==> config.mk <==
export PLATFORM = sky130hd
export DESIGN_NAME = coin_engine
export DESIGN_NICKNAME = d
export VERILOG_FILES = /design/src/rtl/tank_world_pkg.sv /design/src/rtl/coin_hit_detect.sv /design/src/rtl/coin_engine.sv
export SDC_FILE = /design/constraint.sdc
export NUM_CORES = 1
export LEC_CHECK = 0
export ABC_AREA = 1
export CORE_MARGIN = 4
export CORE_UTILIZATION = 45
export DETAILED_ROUTE_END_ITERATION = 10
export PLACE_DENSITY = 0.75
export SYNTH_ARGS = -nofsm -noshare
export SYNTH_HDL_FRONTEND = slang
export SYNTH_HIERARCHICAL = 1
export SYNTH_SLANG_ARGS = --single-unit
export TNS_END_PERCENT = 30
==> constraint.sdc <==
create_clock -name CLK -period 10.1 [get_ports CLK]
set_input_delay 2.02 -clock CLK [delete_from_list [all_inputs] [get_ports CLK]]
set_output_delay 2.02 -clock CLK [all_outputs]
set_load 0.05 [all_outputs]
==> src/rtl/tank_world_pkg.sv <==
// Shared constants and the coin attribute word layout for the tank arena.
package tank_world_pkg;

  localparam int unsigned COIN_BASE_DEF  = 2058;
  localparam int unsigned SCORE_BASE_DEF = 2063;

  localparam int unsigned COORD_W = 10;
  localparam int unsigned FRAME_W = 3;
  localparam int unsigned VALUE_W = 4;
  localparam int unsigned RSVD_W  = 4;

  // Bit 0 is valid; reserved nibble sits at [31:28] and always reads back as zero.
  typedef struct packed {
    logic [RSVD_W-1:0]  rsvd;
    logic [VALUE_W-1:0] value;
    logic [FRAME_W-1:0] frame;
    logic [COORD_W-1:0] y;
    logic [COORD_W-1:0] x;
    logic               valid;
  } coin_attr_t;

  function automatic logic [31:0] sat_add(input logic [31:0] a, input logic [VALUE_W-1:0] b);
    logic [32:0] s;
    s = {1'b0, a} + {29'b0, b};
    return s[32] ? 32'hFFFF_FFFF : s[31:0];
  endfunction

endpackage

==> src/rtl/coin_hit_detect.sv <==
// Combinational coin vs. tank hitbox compare; lowest tank index wins when several overlap.
module coin_hit_detect
  import tank_world_pkg::*;
#(
  parameter int unsigned TANK_NUM = 2,
  parameter int unsigned TANK_W   = 32,
  parameter int unsigned TANK_H   = 32
) (
  input  logic                             valid_i,
  input  logic [COORD_W-1:0]               x_i,
  input  logic [COORD_W-1:0]               y_i,
  input  logic [TANK_NUM-1:0][COORD_W-1:0] tank_x_i,
  input  logic [TANK_NUM-1:0][COORD_W-1:0] tank_y_i,
  output logic                             hit_o,
  output logic [2:0]                       tank_o
);

  localparam logic [COORD_W:0] BOX_W = (COORD_W + 1)'(TANK_W);
  localparam logic [COORD_W:0] BOX_H = (COORD_W + 1)'(TANK_H);

  // One extra bit so a tank near the right/bottom edge does not wrap its box.
  logic [COORD_W:0] cx, cy;
  assign cx = {1'b0, x_i};
  assign cy = {1'b0, y_i};

  always_comb begin
    hit_o  = 1'b0;
    tank_o = '0;
    for (int t = int'(TANK_NUM) - 1; t >= 0; t--) begin
      if (valid_i &&
          (cx >= {1'b0, tank_x_i[t]}) && (cx < ({1'b0, tank_x_i[t]} + BOX_W)) &&
          (cy >= {1'b0, tank_y_i[t]}) && (cy < ({1'b0, tank_y_i[t]} + BOX_H))) begin
        hit_o  = 1'b1;
        tank_o = 3'(t);
      end
    end
  end

endmodule

==> src/rtl/coin_engine.sv <==
// Coin register file, round-robin tank/coin collection with saturating scores, respawn timers
// and frame animation; collect_* outputs are registered one cycle after the hit.
module coin_engine
  import tank_world_pkg::*;
#(
  parameter int unsigned COIN_NUM    = 3,
  parameter int unsigned TANK_NUM    = 2,
  parameter int unsigned TANK_W      = 32,
  parameter int unsigned TANK_H      = 32,
  parameter int unsigned FRAME_NUM   = 8,
  parameter int unsigned ANIM_DIV    = 2**21,
  parameter int unsigned RESPAWN_CYC = 2**26,
  parameter int unsigned COIN_BASE   = COIN_BASE_DEF,
  parameter int unsigned SCORE_BASE  = SCORE_BASE_DEF
) (
  input  logic                             CLK,
  input  logic                             Reset,
  input  logic                             AVL_WRITE,
  input  logic [11:0]                      AVL_ADDR,
  input  logic [31:0]                      AVL_WRITEDATA,
  input  logic                             respawn_en,
  input  logic [TANK_NUM-1:0][COORD_W-1:0] tank_x,
  input  logic [TANK_NUM-1:0][COORD_W-1:0] tank_y,
  output logic [TANK_NUM-1:0][31:0]        score_attr_reg,
  output logic [COIN_NUM-1:0][31:0]        coin_attr_reg_out,
  output logic                             collect_pulse,
  output logic [2:0]                       collect_tank,
  output logic [3:0]                       collect_coin
);

  localparam logic [FRAME_W-1:0] FRAME_MASK = FRAME_W'(FRAME_NUM - 1);
  localparam logic [FRAME_W-1:0] FRAME_ONE  = FRAME_W'(1);
  localparam logic [31:0]        PRE_LAST   = 32'(ANIM_DIV - 1);
  localparam logic [31:0]        TMR_LOAD   = 32'(RESPAWN_CYC - 1);
  localparam logic [3:0]         SC_LAST    = 4'(COIN_NUM - 1);

  coin_attr_t [COIN_NUM-1:0] coin_q, coin_d;
  logic [COIN_NUM-1:0][31:0] timer_q, timer_d;
  logic [COIN_NUM-1:0]       armed_q, armed_d;
  logic [TANK_NUM-1:0][31:0] score_q, score_d;
  logic [31:0]               pre_q, pre_d;
  logic [3:0]                sc_q, sc_d;
  logic                      pulse_q, pulse_d;
  logic [2:0]                ctank_q, ctank_d;
  logic [3:0]                ccoin_q, ccoin_d;

  logic                      cur_valid;
  logic [COORD_W-1:0]        cur_x, cur_y;
  logic [VALUE_W-1:0]        cur_value;
  logic                      hit, collect, anim_tick;
  logic [2:0]                hit_tank;
  coin_attr_t                wr_coin;

  assign wr_coin   = coin_attr_t'(AVL_WRITEDATA & 32'h0FFF_FFFF);
  assign anim_tick = (pre_q == PRE_LAST);
  // A bus write in the hit cycle defers the collection; the held pointer rescans the coin.
  assign collect   = hit && !AVL_WRITE;

  always_comb begin
    cur_valid = 1'b0;
    cur_x     = '0;
    cur_y     = '0;
    cur_value = '0;
    for (int c = 0; c < int'(COIN_NUM); c++) begin
      if (sc_q == 4'(c)) begin
        cur_valid = coin_q[c].valid;
        cur_x     = coin_q[c].x;
        cur_y     = coin_q[c].y;
        cur_value = coin_q[c].value;
      end
    end
  end

  coin_hit_detect #(
    .TANK_NUM (TANK_NUM),
    .TANK_W   (TANK_W),
    .TANK_H   (TANK_H)
  ) u_hit (
    .valid_i  (cur_valid),
    .x_i      (cur_x),
    .y_i      (cur_y),
    .tank_x_i (tank_x),
    .tank_y_i (tank_y),
    .hit_o    (hit),
    .tank_o   (hit_tank)
  );

  always_comb begin
    pre_d   = anim_tick ? '0 : pre_q + 32'd1;
    sc_d    = (hit && AVL_WRITE) ? sc_q : ((sc_q == SC_LAST) ? 4'd0 : sc_q + 4'd1);
    pulse_d = collect;
    ctank_d = collect ? hit_tank : 3'd0;
    ccoin_d = collect ? sc_q : 4'd0;

    score_d = score_q;
    for (int t = 0; t < int'(TANK_NUM); t++) begin
      if (collect && (hit_tank == 3'(t)))
        score_d[t] = sat_add(score_q[t], cur_value);
      if (AVL_WRITE && (AVL_ADDR == 12'(SCORE_BASE + t)))
        score_d[t] = AVL_WRITEDATA;
    end

    coin_d  = coin_q;
    timer_d = timer_q;
    armed_d = armed_q;
    for (int c = 0; c < int'(COIN_NUM); c++) begin
      if (anim_tick && coin_q[c].valid)
        coin_d[c].frame = (coin_q[c].frame + FRAME_ONE) & FRAME_MASK;
      if (!coin_q[c].valid && armed_q[c] && respawn_en) begin
        if (timer_q[c] == 32'd0) begin
          coin_d[c].valid = 1'b1;
          armed_d[c]      = 1'b0;
        end else begin
          timer_d[c] = timer_q[c] - 32'd1;
        end
      end
      if (collect && (sc_q == 4'(c))) begin
        coin_d[c]       = coin_q[c];
        coin_d[c].valid = 1'b0;
        armed_d[c]      = 1'b1;
        timer_d[c]      = TMR_LOAD;
      end
      if (AVL_WRITE && (AVL_ADDR == 12'(COIN_BASE + c))) begin
        coin_d[c]  = wr_coin;
        armed_d[c] = 1'b0;
        timer_d[c] = '0;
      end
    end
  end

  always_ff @(posedge CLK or posedge Reset) begin
    if (Reset) begin
      coin_q  <= '0;
      timer_q <= '0;
      armed_q <= '0;
      score_q <= '0;
      pre_q   <= '0;
      sc_q    <= '0;
      pulse_q <= 1'b0;
      ctank_q <= '0;
      ccoin_q <= '0;
    end else begin
      coin_q  <= coin_d;
      timer_q <= timer_d;
      armed_q <= armed_d;
      score_q <= score_d;
      pre_q   <= pre_d;
      sc_q    <= sc_d;
      pulse_q <= pulse_d;
      ctank_q <= ctank_d;
      ccoin_q <= ccoin_d;
    end
  end

  assign score_attr_reg    = score_q;
  assign coin_attr_reg_out = coin_q;
  assign collect_pulse     = pulse_q;
  assign collect_tank      = ctank_q;
  assign collect_coin      = ccoin_q;

endmodule

-- Word-level counts from Yosys, hierarchy flattened
Cells that the tools add are included.
- register bits: 303
- multiplexer cells: 65
- add/subtract/negate cells: 14
- equality and inequality tests: 15
- order comparisons: 8
- reduce and logical (&&, ||, !) cells: 58
- operators with widths (operator ; number):
    $mux 32 ; 22
    $logic_not 32->1 ; 3
    $sub 32x1->32 const B ; 3
    $mux 24 ; 3
    $add 32x4->33 ; 2
    $eq 12x12->1 const B ; 5
    $mux 10 ; 6
    $add 10x6->11 const B ; 4
    $lt 10x11->1 ; 4
    $ge 10x10->1 ; 4
    $add 32x1->32 const B ; 1
    $eq 32x21->1 const B ; 1
    $logic_and 1x1->1 ; 29
    $mux 1 ; 25
    $mux 4 ; 5
    $reduce_and 2->1 ; 9
    $reduce_bool 3->1 ; 6
    $mux 3 ; 4
    $reduce_bool 2->1 ; 5
    $add 3x1->3 const B ; 3
    $ne 3x1->1 const B ; 3
    $ne 2x1->1 const B ; 3
    $add 4x1->4 const B ; 1
    $eq 4x1->1 const B ; 1
    5 further kinds ; 8

-- Longest topological paths before layout
- depth after elaboration: 15
- mapped depth: 31

-- Modules after synthesis
Netlist, hierarchy kept.
- by module, submodules not included (module ; cells each ; area each (um2) ; times used):
    coin_engine ; 2705 ; 18649.1 ; 1
    coin_hit_detect ; 350 ; 2062.0 ; 1

-- Least setup slack after synthesis
No wires, ideal clock.
- path kind: input port to flip-flop
- from: in tank_y[5] (netlist bit)
- to: reg timer_q[41] (netlist bit)
- buffers on the path: 1
- stages: 19
- arrival: 4.084 ns
- setup slack: 5.885 ns
- library setup time: 0.132 ns
- cell sequence: ha_1 inv_1 ha_1 a21oi_1 a21boi_0 nor2_1 nor2_1 nand2_1 inv_1 nand2_1 nand2_1 nand2_4 inv_1 nand2_2 nand2_2 inv_2 nand2_4 buf_2 o22ai_2
- longest elaborated chain between the ends: 8
- RTL lines (element ; RTL line ; RTL):
    from (decl) ; coin_engine.sv:23 ; input logic [TANK_NUM-1:0][COORD_W-1:0] tank_y,
    $add 10x6->11 / $ge 10x10->1 (equally long branches) ; coin_hit_detect.sv:32 ; (cy >= {1'b0, tank_y_i[t]}) && (cy < ({1'b0, tank_y_i[t]} + BOX_H))) begin
    $lt 10x11->1 / $logic_and 1x1->1 (equally long branches) ; coin_hit_detect.sv:32, coin_hit_detect.sv:31 ;
    $logic_and 1x1->1 (*) ; coin_hit_detect.sv:32 ;
    $mux 1 (*) ; coin_hit_detect.sv:30 ; if (valid_i &&
    via hit ; coin_engine.sv:50 ; logic hit, collect, anim_tick;
    $logic_and 1x1->1 (*) ; coin_engine.sv:57 ; assign collect = hit && !AVL_WRITE;
    via collect ; coin_engine.sv:50 ;
    $logic_and 1x1->1 (*) ; coin_engine.sv:117 ; if (collect && (sc_q == 4'(c))) begin
    $ne 3x1->1 (no line) (tied with other cells) ; -- ;
    $reduce_and 2->1 (no line) / $mux 32 (equally long branches) ; -- ;
    to (signal assigned) ; coin_engine.sv:144 ; timer_q <= timer_d;
    to (decl) ; coin_engine.sv:38 ; logic [COIN_NUM-1:0][31:0] timer_q, timer_d;
Mark *: on every way through the listed nets, which the timed path passes. The rest lies on a longest branch.
A chain may end at the register's enable or synchronous reset.

-- Worst setup path in the final report
- from: in tank_y[15] (netlist bit)
- to: reg timer_q[5] (netlist bit)
- longest elaborated chain between the ends: 9
- RTL lines (element ; RTL line):
    $add 10x6->11 / $ge 10x10->1 (equally long branches) ; coin_hit_detect.sv:32
    $lt 10x11->1 / $logic_and 1x1->1 (equally long branches) ; coin_hit_detect.sv:32, coin_hit_detect.sv:31
    $logic_and 1x1->1 (*) ; coin_hit_detect.sv:32
    $mux 1 (*) (2 in a row) ; coin_hit_detect.sv:30
    via hit ; coin_engine.sv:50
    $logic_and 1x1->1 (*) ; coin_engine.sv:57
    $logic_and 1x1->1 (*) ; coin_engine.sv:117
    $ne 3x1->1 (no line) (tied with other cells) ; --
    $reduce_and 2->1 (no line) / $mux 32 (equally long branches) ; --
Marked as above.

==> run metrics <==
crit path launch tank_y[15]; Final Core Density 54.3%; Nets between 3000 and 4000; Tot GR Track Use between 20% and 30%; final critical-path share of the clock period 58.3%; minimum clock period 5.89 ns; vias per inst 5.32; max cap viols 0; Synth cell types 48; max FFs per register 96; Clk Latency, worst-skew pair ~0.59 ns; # DRC 0; Synth Flop Type dfrtp_1; Worst EP required 10.58 ns; CTS max path bufs 3; status finished clean; Yosys top cell area share 35.2%; critical path arrival roughly 6.4 ns; RSZ-0062 raised after global routing no; final hold vios 0; max_slew headroom approximately 28%; Post-CTS Hold Buffers 0; area leader, netlist dfrtp_1; setup bufs post-CTS 0; Num Clock Sinks 291; Fillers 4465; dpl hpwl 50500 um; drt wl/cell 17.4 um; DRT iter0 DRCs 1893; fin area 0.0247 mm^2; CTS Buf Count 31; CP top delay family simple AND/OR/NAND/NOR gates; WP buf/inv 3; post-layout power 3.28 mW; share of layout cells above drive strength 1 5.51%; asr flop ratio synth 100%; CTS root buffer clkbuf_16; vias 20700; die width around 220 um; most common cell in the netlist nand2_1; core area 0.0455 mm^2; drt pass-1 iters 6; worst-margin pin slew 1.07 ns; hold wc startpoint pre_q[30]$_DFF_PP0_; setup slack, reg-to-reg 4.38 ns; Lkg Pwr 12.4 nW; clock slew at reported path FFs 0.06 ns; first-pass GRT wire length 107000 um; Max IR drop VDD 0.000126 V; post_cts resized 0; GP Congestion 0.962; H-tree depth 1; HP Class reg2reg; setup violators final 0; ant diodes 0; top cells by count, synth 929 x nand2_1, 420 x nor2_1, 362 x inv_1; Final Slew Violations 0; CP Cell Sequence clkdlybuf4s50_1 > inv_1 > nor2_1 > xor2_1 > ha_1 > a21o_1 > nand3_1 > nand2_1 > inv_1 > nand2_1 > nor2_2 > nand3_1 > nand2_1 > nand2_4 > nor2_4 > nor2_8 > nand2_4 > nand2_1 > o21ai_1; Cells after Synth ~3100; I/O Buffers around 240; count of warnings emitted by yosys 6; IO Count 256; site row count 78; post-route ant nets 0; synthesized cell area 0.0207 mm^2; Critical Path Start Type primary input; clk_skew 0.0192 ns; Avg Inst Size Synth ~6.8 um^2; initial antenna violation count 3; largest net degree at the start of global routing 159; top cells by area, synth dfrtp_1 35%, nand2_1 17%, nor2_1 7.6%, inv_1 6.6%, nand3_1 5.7%; Area growth syn-to-layout 19.2%; PwrDens 133 mW/mm^2; Post-synth EDFFs 0; total grt overflow 0; crit-path max FO 30; critical path class in2reg; Placed Area roughly 0.023 mm^2; CTS tree done; setup TNS 0 ns; vias in the first global route 19400; WL final 67700 um; Initial Util 45.5%; CP dominant cell by count nand2_1; FF+latch count, synth 291; die height about 220 um; r2r startpoint sc_q[3]$_DFFE_PP0N_; Critical Path Max Stage Delay around 0.65 ns; f_max 170 MHz; Slowest cell on crit path nand2_1; sequential share of the synthesized area 35.2%; die area 0.0495 mm^2; Setup crit end kind flop
==> per-layer routing <==
layer  part of all wire, %  global-route usage [%]
met2                    44                    41.2
met1                    43                    36.3
met5                 0.015                       0
met3                   7.9                    5.64
met4                   5.0                    11.2
==> power breakdown <==
group	switching (mW)	internal, mW	total, mW
clock network	0.510	0.860	1.37
logic	0.420	0.210	0.630
registers	0.0577	1.22	1.28
==> placed cells by master (no fill, tap or decap), types with 14 or more instances in the layout <==
master	netlist	layout
a21oi_1	59	59
clkbuf_16	0	31
clkdlybuf4s50_1	0	243
conb_1	2	14
dfrtp_1	291	291
ha_1	79	79
inv_1	362	361
inv_2	18	18
nand2_1	929	928
nand3_1	237	237
nand4_1	69	69
nor2_1	420	420
nor3_1	45	45
o21ai_0	152	152
o21ai_1	60	60
o22ai_1	15	15
o22ai_2	40	40
xnor2_1	21	21
xor2_1	62	62
==> logic make-up after synthesis <==
kind of cell / count (synthesis) / synth area share, %
simple gates: 1769 / 36.2
buf+inv: 473 / 9.59
compound gates: 356 / 10.5
flops: 291 / 35.2
xor+xnor: 83 / 3.51
fa+ha+maj: 81 / 4.97
other cells: 2 / 0.0363
==> stage by stage <==
step	worst slack, ns	instances	hold slack (ns)
2_1_floorplan	0.0459	3067	0.463
3_3_place_gp	3.83	3827	0.489
3_5_place_dp	3.68	3827	0.490
4_1_cts	4.28	3884	0.504
5_1_grt	3.86	3884	0.523
6_report	4.21	3884	0.500
==> final cells by class <==
cell class                      count  area (um^2)  area share, %
Inverter                          382         1440           5.84
Clock inverter                     23          415           1.68
Multi-Input combinational cell   2303        11500           46.5
Clock buffer                       34          807           3.27
Timing Repair Buffer              251         2500           10.1
Sequential cell                   291         7280           29.5
Tap cell                          600          751           3.04
==> worst paths after layout <==
kind	to	depth (start not counted)
min in group asynchronous	timer_q[71]$_DFFE_PP0P_	2
min reg2reg	pre_q[30]$_DFF_PP0_	1
max in group asynchronous	timer_q[56]$_DFFE_PP0P_	3
max reg2reg	timer_q[5]$_DFFE_PP0P_	22
min	pre_q[30]$_DFF_PP0_	1
max	timer_q[5]$_DFFE_PP0P_	19
Note: power is estimated with default switching activity, not from simulation.
